File: config.mk
export PLATFORM = sky130hd
export DESIGN_NAME = edge_event_arbiter
export DESIGN_NICKNAME = d
export VERILOG_FILES = /design/src/rtl/edge_arb_pkg.sv /design/src/rtl/neg_edge_sync_cell.sv /design/src/rtl/edge_event_arbiter.sv
export SDC_FILE = /design/constraint.sdc
export NUM_CORES = 1
export LEC_CHECK = 0
export CAP_MARGIN = 20
export CORE_UTILIZATION = 65
export DETAILED_ROUTE_END_ITERATION = 7
export DONT_BUFFER_PORTS = 1
export GPL_ROUTABILITY_DRIVEN = 0
export GPL_TIMING_DRIVEN = 0
export PLACE_DENSITY = 0.88
export SLEW_MARGIN = 20
export SYNTH_ARGS = -nofsm -noshare
export SYNTH_HDL_FRONTEND = slang
export SYNTH_SLANG_ARGS = --single-unit
File: constraint.sdc
create_clock -name clk -period 7.3 [get_ports clk]
set_input_delay 1.095 -clock clk [delete_from_list [all_inputs] [get_ports clk]]
set_output_delay 1.095 -clock clk [all_outputs]
set_load 0.005 [all_outputs]
File: src/rtl/edge_arb_pkg.sv
// Shared types and helpers for the edge event arbiter.
package edge_arb_pkg;

    localparam int unsigned NUM_CH_MAX      = 16;
    localparam int unsigned ID_MAX_W        = 4;
    localparam int unsigned SYNC_STAGES_MIN = 2;

    typedef enum logic {
        EMPTY = 1'b0,
        HOLD  = 1'b1
    } arb_state_t;

    typedef struct packed {
        logic                found;
        logic [ID_MAX_W-1:0] idx;
    } rr_grant_t;

    // First set request strictly after ptr, wrapping within num_ch channels.
    function automatic rr_grant_t next_rr_grant(
        input logic [NUM_CH_MAX-1:0] req,
        input logic [ID_MAX_W-1:0]   ptr,
        input int unsigned           num_ch
    );
        rr_grant_t           g;
        logic [ID_MAX_W:0]   cand;
        g = '0;
        for (int unsigned off = 1; off <= NUM_CH_MAX; off++) begin
            cand = (ID_MAX_W+1)'(ptr) + (ID_MAX_W+1)'(off);
            if (cand >= (ID_MAX_W+1)'(num_ch)) begin
                cand = cand - (ID_MAX_W+1)'(num_ch);
            end
            if (!g.found && (off <= num_ch) && req[cand[ID_MAX_W-1:0]] && !cand[ID_MAX_W]) begin
                g.found = 1'b1;
                g.idx   = cand[ID_MAX_W-1:0];
            end
        end
        return g;
    endfunction

endpackage

File: src/rtl/neg_edge_sync_cell.sv
// Per-channel synchroniser with falling-edge detect and enable gate.
module neg_edge_sync_cell
    import edge_arb_pkg::*;
#(
    parameter int unsigned SYNC_STAGES = 2
) (
    input  logic clk,
    input  logic rst_n,
    input  logic i_sig,
    input  logic i_en,
    output logic o_fall_c
);

    localparam int unsigned STAGES = (SYNC_STAGES < SYNC_STAGES_MIN) ? SYNC_STAGES_MIN : SYNC_STAGES;

    logic [STAGES-1:0] r_sync;
    logic              r_prev;

    // Shift the async input through the synchroniser; prev follows sync even when disabled.
    always_ff @(posedge clk or negedge rst_n) begin
        if (!rst_n) begin
            r_sync <= '0;
            r_prev <= 1'b0;
        end else begin
            r_sync <= {r_sync[STAGES-2:0], i_sig};
            r_prev <= r_sync[STAGES-1];
        end
    end

    // Resetting to 0 means a high input after reset looks like a rise, which is ignored.
    assign o_fall_c = r_prev & ~r_sync[STAGES-1] & i_en;

endmodule

File: src/rtl/edge_event_arbiter.sv
// Collects falling edges on NUM_CH inputs and presents them round-robin on one event port.
module edge_event_arbiter
    import edge_arb_pkg::*;
#(
    parameter  int unsigned NUM_CH      = 4,
    parameter  int unsigned SYNC_STAGES = 2,
    parameter  int unsigned DROP_W      = 8,
    localparam int unsigned ID_W        = $clog2(NUM_CH)
) (
    input  logic              clk,
    input  logic              rst_n,
    input  logic [NUM_CH-1:0] sig_in,
    input  logic [NUM_CH-1:0] ch_en,
    output logic              evt_valid,
    input  logic              evt_ready,
    output logic [ID_W-1:0]   evt_id,
    output logic [NUM_CH-1:0] pending,
    output logic [DROP_W-1:0] drop_cnt,
    input  logic              drop_clr
);

    localparam int unsigned POP_W = $clog2(NUM_CH + 1);
    localparam int unsigned SUM_W = DROP_W + POP_W;
    localparam logic [SUM_W-1:0] DROP_SAT = SUM_W'({DROP_W{1'b1}});

    logic [NUM_CH-1:0] w_fall;
    logic [NUM_CH-1:0] w_grant_oh;
    logic [NUM_CH-1:0] w_drop;
    logic [POP_W-1:0]  w_drop_pop;
    logic [SUM_W-1:0]  w_drop_sum;
    logic              w_load;
    logic              w_take;
    rr_grant_t         w_grant;

    logic [NUM_CH-1:0] r_pending;
    arb_state_t        r_state;
    logic              r_evt_valid;
    logic [ID_W-1:0]   r_evt_id;
    logic [ID_W-1:0]   r_ptr;
    logic [DROP_W-1:0] r_drop_cnt;

    // One synchroniser / edge detector per channel.
    for (genvar i = 0; i < NUM_CH; i++) begin : g_ch
        neg_edge_sync_cell #(
            .SYNC_STAGES (SYNC_STAGES)
        ) u_cell (
            .clk      (clk),
            .rst_n    (rst_n),
            .i_sig    (sig_in[i]),
            .i_en     (ch_en[i]),
            .o_fall_c (w_fall[i])
        );
    end

    // Grant selection from registered pending bits; disabled channels are never granted.
    always_comb begin
        w_load     = (r_state == EMPTY) || evt_ready;
        w_grant    = next_rr_grant(NUM_CH_MAX'(r_pending & ch_en), ID_MAX_W'(r_ptr), NUM_CH);
        w_take     = w_load & w_grant.found;
        w_grant_oh = '0;
        for (int i = 0; i < int'(NUM_CH); i++) begin
            w_grant_oh[i] = w_take && (w_grant.idx == ID_MAX_W'(i));
        end
    end

    // A fall is lost only if the channel is already pending and not being granted this cycle.
    always_comb begin
        w_drop     = w_fall & r_pending & ~w_grant_oh;
        w_drop_pop = '0;
        for (int i = 0; i < int'(NUM_CH); i++) begin
            w_drop_pop = w_drop_pop + POP_W'(w_drop[i]);
        end
        w_drop_sum = (drop_clr ? '0 : SUM_W'(r_drop_cnt)) + SUM_W'(w_drop_pop);
    end

    // Sticky pending flags: a new fall wins over a same-cycle grant; disable clears.
    always_ff @(posedge clk or negedge rst_n) begin
        if (!rst_n) begin
            r_pending <= '0;
        end else begin
            r_pending <= ch_en & (w_fall | (r_pending & ~w_grant_oh));
        end
    end

    // Output slot FSM: load a new event whenever the slot is empty or being accepted.
    always_ff @(posedge clk or negedge rst_n) begin
        if (!rst_n) begin
            r_state     <= EMPTY;
            r_evt_valid <= 1'b0;
            r_evt_id    <= '0;
            r_ptr       <= ID_W'(NUM_CH - 1);
        end else if (w_load) begin
            if (w_grant.found) begin
                r_state     <= HOLD;
                r_evt_valid <= 1'b1;
                r_evt_id    <= ID_W'(w_grant.idx);
                r_ptr       <= ID_W'(w_grant.idx);
            end else begin
                r_state     <= EMPTY;
                r_evt_valid <= 1'b0;
            end
        end
    end

    // Saturating drop counter; clear takes effect before this cycle's drops are added.
    always_ff @(posedge clk or negedge rst_n) begin
        if (!rst_n) begin
            r_drop_cnt <= '0;
        end else if (w_drop_sum > DROP_SAT) begin
            r_drop_cnt <= DROP_W'(DROP_SAT);
        end else begin
            r_drop_cnt <= DROP_W'(w_drop_sum);
        end
    end

    assign evt_valid = r_evt_valid;
    assign evt_id    = r_evt_id;
    assign pending   = r_pending;
    assign drop_cnt  = r_drop_cnt;

endmodule

* After elaboration in Yosys (flattened, before gate mapping) *
Index checks and enable logic that the tools add are counted.

cells by class
  eq/ne operators = 3
  reductions and logical operators = 21
  bitwise gates (word level) = 21
  $lt $le $gt $ge = 9
  add/subtract/negate cells = 12
  muxes and demuxes = 19

operator list
  kind                   count
  $mux W5                8
  $and A4 B4 Y4          5
  $lt A4 B5 Y1 const B   4
  $bmux W1 S4            4
  $mux W8                2
  $sub A3 B3 Y4 const B  3
  $logic_and A1 B1 Y1    11
  $add A8 B3 Y9          1
  $and A1 B1 Y1          9
  $ge A3 B3 Y1 const B   3
  $gt A9 B8 Y1 const B   1
  $eq A4 B2 Y1 const B   2
  $logic_not A1 Y1       7
  $add A2 B2 Y3 const B  2
  $mux W1                5
  $not A1 Y1             5
  $sub A4 B3 Y5 const B  1
  $add A2 B3 Y4 const B  1
  $eq A4 B1 Y1 const B   1
  $ge A4 B3 Y1 const B   1
  $logic_not A4 Y1       1
  $not A4 Y4             1
  $or A4 B4 Y4           1
  $add A2 B1 Y3          1
  other kinds (5)        5

word-level totals
  word-level logic and storage cells = 98
  input port bits = 12
  register bits = 29
  output and inout port bits = 15

* Depth between registers and ports, before layout *
  word-level depth = 29
  gate-level depth with buffers = 20
  gate-level depth less buffers = 20

* Hierarchy *
Synthesis repeated with hierarchy kept, for this count alone.

second synthesis, totals
  cells, all modules = 153
  area total of the unflattened synthesis = 1585.3 um^2

modules (own cells, without submodules)
  module              cells each  sequential area each (um^2)  area each (um^2)  instances
  edge_event_arbiter  137         427.9                        1249.9            1
  neg_edge_sync_cell  4           75.1                         83.8              4

* Least setup slack after synthesis *
No wires, ideal clock.

  path kind = input-to-reg
  from = input ch_en[3]
  to = register r_drop_cnt[4], in the netlist drop_cnt[4]
  setup time = 0.134 ns
  required time = 7.166 ns
  arrival time = 4.464 ns
  stages = 16
  slack = 2.702 ns
  buffers on the path = 0
  path through = nand2_1 mux4_2 nor4_1 o31ai_1 a21oi_1 a21oi_1 ha_1 inv_1 fa_1 inv_1 ha_1 fa_1 a21oi_1 nor2_1 nand4_1 o21ai_0

on the way
  longest elaborated chain between the ends = 27
  elaborated cells on any way between the ends = 42
  those cells by class = add/sub: 4; order compare: 1; eq/ne: 3; mux: 13; bitwise: 6; reduce/logical: 15

RTL lines
  what                               RTL line                   text
  from (decl)                        edge_event_arbiter.sv:13   input logic [NUM_CH-1:0] ch_en,
  $and A4 B4 Y4                      edge_event_arbiter.sv:58   w_grant = next_rr_grant(NUM_CH_MAX'(r_pending & ch_en), ID_MAX_W'(r_ptr), NUM_CH);
  $bmux W1 S4                        edge_arb_pkg.sv:32         if (!g.found && (off <= num_ch) && req[cand[ID_MAX_W-1:0]] && !cand[ID_MAX_W]) begin
  $mux W1 (not written as such)      edge_arb_pkg.sv:32
  $logic_and A1 B1 Y1                edge_arb_pkg.sv:32
  $mux W5                            edge_arb_pkg.sv:32
  $logic_not A1 Y1                   edge_arb_pkg.sv:32
  $logic_and A1 B1 Y1 (2 in series)  edge_arb_pkg.sv:32
  $mux W5                            edge_arb_pkg.sv:32
  [10 not listed]                    -
  $not A4 Y4                         edge_event_arbiter.sv:68   w_drop = w_fall & r_pending & ~w_grant_oh;
  $and A4 B4 Y4 (*)                  edge_event_arbiter.sv:68
  $add A1 B1 Y2                      edge_event_arbiter.sv:71   w_drop_pop = w_drop_pop + POP_W'(w_drop[i]);
  $add A2 B1 Y3                      edge_event_arbiter.sv:71
  $add A3 B1 Y3 (*)                  edge_event_arbiter.sv:71
  $add A8 B3 Y9 (*)                  edge_event_arbiter.sv:73   w_drop_sum = (drop_clr ? '0 : SUM_W'(r_drop_cnt)) + SUM_W'(w_drop_pop);
  $gt A9 B8 Y1                       edge_event_arbiter.sv:109  end else if (w_drop_sum > DROP_SAT) begin
  $mux W8 (*)                        edge_event_arbiter.sv:109
  to (signal assigned)               edge_event_arbiter.sv:110  r_drop_cnt <= DROP_W'(DROP_SAT);
  to (signal assigned)               edge_event_arbiter.sv:112  r_drop_cnt <= DROP_W'(w_drop_sum);
  to (decl)                          edge_event_arbiter.sv:40   logic [DROP_W-1:0] r_drop_cnt;

Every way passes the cells marked *; elsewhere a longest branch is shown, timed or not. The select of a mux whose other input is x is not followed.
A chain may end at the register's enable or synchronous reset.

* Final worst setup path *
  from = register r_ptr[1]
  to = register r_drop_cnt[5], in the netlist drop_cnt[5]

on the way
  longest elaborated chain between the ends = 29
  elaborated cells on any way between the ends = 59
  those cells by class = add/sub: 12; order compare: 5; eq/ne: 3; mux: 17; bitwise: 3; reduce/logical: 19

RTL lines
  what                                                  RTL line                                text
  from (decl)                                           edge_event_arbiter.sv:39                logic [ID_W-1:0] r_ptr;
  from (signal assigned)                                edge_event_arbiter.sv:91                r_ptr <= ID_W'(NUM_CH - 1);
  from (signal assigned)                                edge_event_arbiter.sv:97                r_ptr <= ID_W'(w_grant.idx);
  $add A2 B1 Y3                                         edge_arb_pkg.sv:28                      cand = (ID_MAX_W+1)'(ptr) + (ID_MAX_W+1)'(off);
  $sub A3 B3 Y4 / $ge A3 B3 Y1 (equally long branches)  edge_arb_pkg.sv:30, edge_arb_pkg.sv:29
  $mux W5                                               edge_arb_pkg.sv:29                      if (cand >= (ID_MAX_W+1)'(num_ch)) begin
  $bmux W1 S4                                           edge_arb_pkg.sv:32
  $mux W1 (not written as such)                         edge_arb_pkg.sv:32
  $logic_and A1 B1 Y1                                   edge_arb_pkg.sv:32
  $mux W5                                               edge_arb_pkg.sv:32
  $logic_not A1 Y1                                      edge_arb_pkg.sv:32
  [13 not listed]                                       -
  $not A4 Y4 (*)                                        edge_event_arbiter.sv:68
  $and A4 B4 Y4 (*)                                     edge_event_arbiter.sv:68
  $add A1 B1 Y2                                         edge_event_arbiter.sv:71
  $add A2 B1 Y3                                         edge_event_arbiter.sv:71
  $add A3 B1 Y3 (*)                                     edge_event_arbiter.sv:71
  $add A8 B3 Y9 (*)                                     edge_event_arbiter.sv:73
  $gt A9 B8 Y1                                          edge_event_arbiter.sv:109
  $mux W8 (*)                                           edge_event_arbiter.sv:109

Marked as above.

==> load_flow_metrics.sql <==
INSERT INTO impl_metrics (metric_group, metric, value, unit) VALUES
('outcome', 'status', 'finished clean', ''),
('layout', 'multiInputGateArea', '837', 'sq um'),
('clock_network', 'cts_max_level', '2', ''),
('routing', 'wirelength', '3180', 'um'),
('sta', 'final.hold.worst_slack', '346', 'ps'),
('synthesis', 'synth_cell_type_count', '40', ''),
('min_path', 'hold_path_end', 'g_ch[0].u_cell.r_sync[1]', ''),
('sta', 'worst_slew_margin_rel', '63.1', '%'),
('sta', 'finalSetupViolCount', '0', ''),
('pwr', 'power.switching_fraction', '40.9', '%'),
('grt', 'pin_count_of_the_biggest_net_entering_global_routing', '30', ''),
('routing', 'detail_route.first_pass.iterations', '4', ''),
('setup_path', 'worst_ep_arrival_time', '5220', 'ps'),
('routing', 'routed_wire_length_per_instance', '16.6', 'um'),
('synthesis', 'ys_seq_area_share', '45.3', '%'),
('sta', 'timing.final.crit_share', '69.0', '%'),
('floorplan', 'total_die_area', '2680', 'sq um'),
('layout', 'nets', '187', ''),
('floorplan', 'floorplan.die.height', '51.7', 'um'),
('synthesis', 'synth.ff_latch_count', '29', ''),
('pwr', 'share_comb_of_total_power', '44.1', '%'),
('floorplan', 'floorplan.die.width', '51.7', 'um'),
('placement', 'io_buffers', '0', ''),
('clock_network', 'tritoncts_clock_tree', 'yes', ''),
('floorplan', 'rows', '17', ''),
('synthesis', 'synth.yosys.warnings', '0', ''),
('sta', 'grt_setup_unrepaired', 'no', ''),
('setup_path', 'reg2reg_depth', '17', ''),
('setup_path', 'crit-reg2reg-launch', 'r_ptr[1]', ''),
('floorplan', 'initial_core_util', '70.6', '%'),
('clock_network', 'cts-buffers-inserted', '5', ''),
('pwr', 'power', '0.607', 'mW'),
('routing', 'drt_initial_violations', '26', ''),
('setup_path', 'worst_setup_path_start_kind', 'flop', ''),
('routing', 'remaining_drc_errors', '0', ''),
('min_path', 'worstHoldStart', 'g_ch[0].u_cell.r_sync[0]', ''),
('layout', 'layout-area-overhead-vs-synth', '6.54', '%'),
('clock_network', 'cts_hold_buf', '0', ''),
('synthesis', 'netlist_instances', '156', ''),
('routing', 'via_count', '1257', ''),
('clock_network', 'worst_setup_hold_path_clk_slew', '90', 'ps'),
('setup_path', 'crit_type', 'flop to flop', ''),
('sta', 'finalHoldViolations', '0', ''),
('clock_network', 'cts_resized', '0', ''),
('synthesis', 'ys_async_sr_fraction', '100', '%'),
('pwr', 'power.leakage', '0.819', 'nW'),
('layout', 'num_antenna_cells', '0', ''),
('pwr', 'power_report.internal_total', '0.358', 'mW'),
('routing', 'viasPerCell', '6.55', ''),
('setup_path', 'r2r_slack', '2270', 'ps'),
('layout', 'mostFrequentLayoutCells', 'sky130_fd_sc_hd__dfrtp_1 (27), sky130_fd_sc_hd__a21oi_1 (14), sky130_fd_sc_hd__nand2_1 (12), sky130_fd_sc_hd__o21ai_0 (11), sky130_fd_sc_hd__ha_1 (10)', ''),
('clock_network', 'clock-root-buffer', 'sky130_fd_sc_hd__clkbuf_4', ''),
('placement', 'placement.setup.worst_slack', '2090', 'ps'),
('layout', 'postLayoutCoreUtil', '75.3', '%'),
('floorplan', 'floorplan.io_pins', '27', ''),
('setup_path', 'cp-startpoint', 'r_ptr[1]', ''),
('sta', 'finalSetupTns', '0', 'ps'),
('setup_path', 'path_max_fanout', '9', ''),
('grt', 'via_count_of_the_first_global_routing_pass', '1229', ''),
('pwr', 'power-per-cell-area', '354', 'nW/um^2'),
('job', 'max_cap_violations', '0', ''),
('synthesis', 'synthesis.area', '1610', 'sq um'),
('pwr', 'switching_power', '0.248', 'mW'),
('sta', 'period_minus_slack', '5030', 'ps'),
('setup_path', 'rr_endpoint', 'drop_cnt[5]', ''),
('pwr', 'clkPwrFrac', '17.5', '%'),
('sta', 'final_critical_path_setup_slack', '2270', 'ps'),
('grt', 'number_of_antenna_violations_at_the_first_check_in_global_routing', '0', ''),
('grt', 'overflow', '0', ''),
('clock_network', 'post-cts-setup-buffers', '0', ''),
('layout', 'layout_commonest_cell', 'sky130_fd_sc_hd__dfrtp_1', '');
[cell type report]
| cell class | instances | area share [%] |
|---|---|---|
| Clock inverter | 1 | 0.292 |
| Tap cell | 28 | 2.05 |
| Clock buffer | 7 | 3.80 |
| Multi-Input combinational cell | 116 | 48.9 |
| Inverter | 10 | 2.19 |
| Buffer | 1 | 0.292 |
| Sequential cell | 29 | 42.5 |
[Yosys cell counts (all sizes together) (3+ instances only)]
cell | instances | share of area [%]
dfrtp | 27 | 42
nand2 | 12 | 2.8
a21o | 3 | 1.4
and2 | 5 | 1.9
ha | 10 | 7.8
a21oi | 15 | 4.9
xnor2 | 4 | 2.2
nand3b | 3 | 1.4
nand4 | 3 | 1.2
nand3 | 4 | 1.2
o21ai | 11 | 3.4
nor2b | 6 | 2.3
nand2b | 4 | 1.6
nor2 | 6 | 1.4
inv | 10 | 2.3
nor3 | 4 | 1.2
[metrics by stage]
step           instance area, sq um  instances
4_1_cts                        1710        192
6_report                       1710        192
3_3_place_gp                   1640        184
2_1_floorplan                  1610        156
5_1_grt                        1710        192
3_5_place_dp                   1640        184
[metal layers]
metal,track usage [%],vias to the layer above,routed length (um)
li1,-,579,-
met1,31.4,633,1250
met2,48.9,43,1720
met3,8.48,2,196
met4,12.2,0,19
met5,0,-,0
[sequential cells by signal, indices dropped and copies added, names as in the netlist]
signal              flops
drop_cnt                8
evt_id                  2
g_ch.u_cell.r_sync      8
r_state                 1
r_ptr                   2
pending                 4
g_ch.u_cell.r_prev      4
[worst max-delay path by stage]
stage,endpoint,slack (ps),depth (start not counted)
after floorplan,drop_cnt[4],2700,16
after global placement,drop_cnt[5],2230,16
after detailed placement,drop_cnt[5],2090,16
after CTS,drop_cnt[5],2320,17
after global routing,drop_cnt[5],2010,17
final,drop_cnt[5],2270,17
[kinds of logic after synthesis]
logic type | Yosys count | synth area share [%]
and+or+nand+nor | 53 | 17.7
xor gates and xnor gates | 4 | 2.18
muxes | 2 | 3.04
adders and majority gates | 12 | 10.3
buffers and inverters | 11 | 2.65
DFF | 29 | 45.3
AOI/OAI and AO/OA | 45 | 18.9
[worst max-delay path, cell delays in order (launching register included)]
cell	delay, ps
sky130_fd_sc_hd__dfstp_2	630
sky130_fd_sc_hd__inv_1	120
sky130_fd_sc_hd__ha_1	390
sky130_fd_sc_hd__mux4_2	370
sky130_fd_sc_hd__nor4_1	330
sky130_fd_sc_hd__o31ai_1	110
sky130_fd_sc_hd__a21oi_1	460
sky130_fd_sc_hd__a21oi_1	150
sky130_fd_sc_hd__ha_1	300
sky130_fd_sc_hd__inv_1	50
sky130_fd_sc_hd__fa_1	500
sky130_fd_sc_hd__inv_1	50
sky130_fd_sc_hd__ha_1	220
sky130_fd_sc_hd__fa_1	410
sky130_fd_sc_hd__a21oi_1	330
sky130_fd_sc_hd__nor2_1	110
sky130_fd_sc_hd__nand4_1	210
sky130_fd_sc_hd__o21ai_0	130
[power by group through the flow]
stage	registers, mW	logic (mW)	clock network [mW]
finish	0.232	0.268	0.106
detailed placement	0.236	0.263	0
CTS	0.232	0.265	0.111
global placement	0.233	0.250	0
global route	0.237	0.298	0.117
floorplan	0.226	0.212	0
Note: power is estimated with default switching activity, not from simulation.
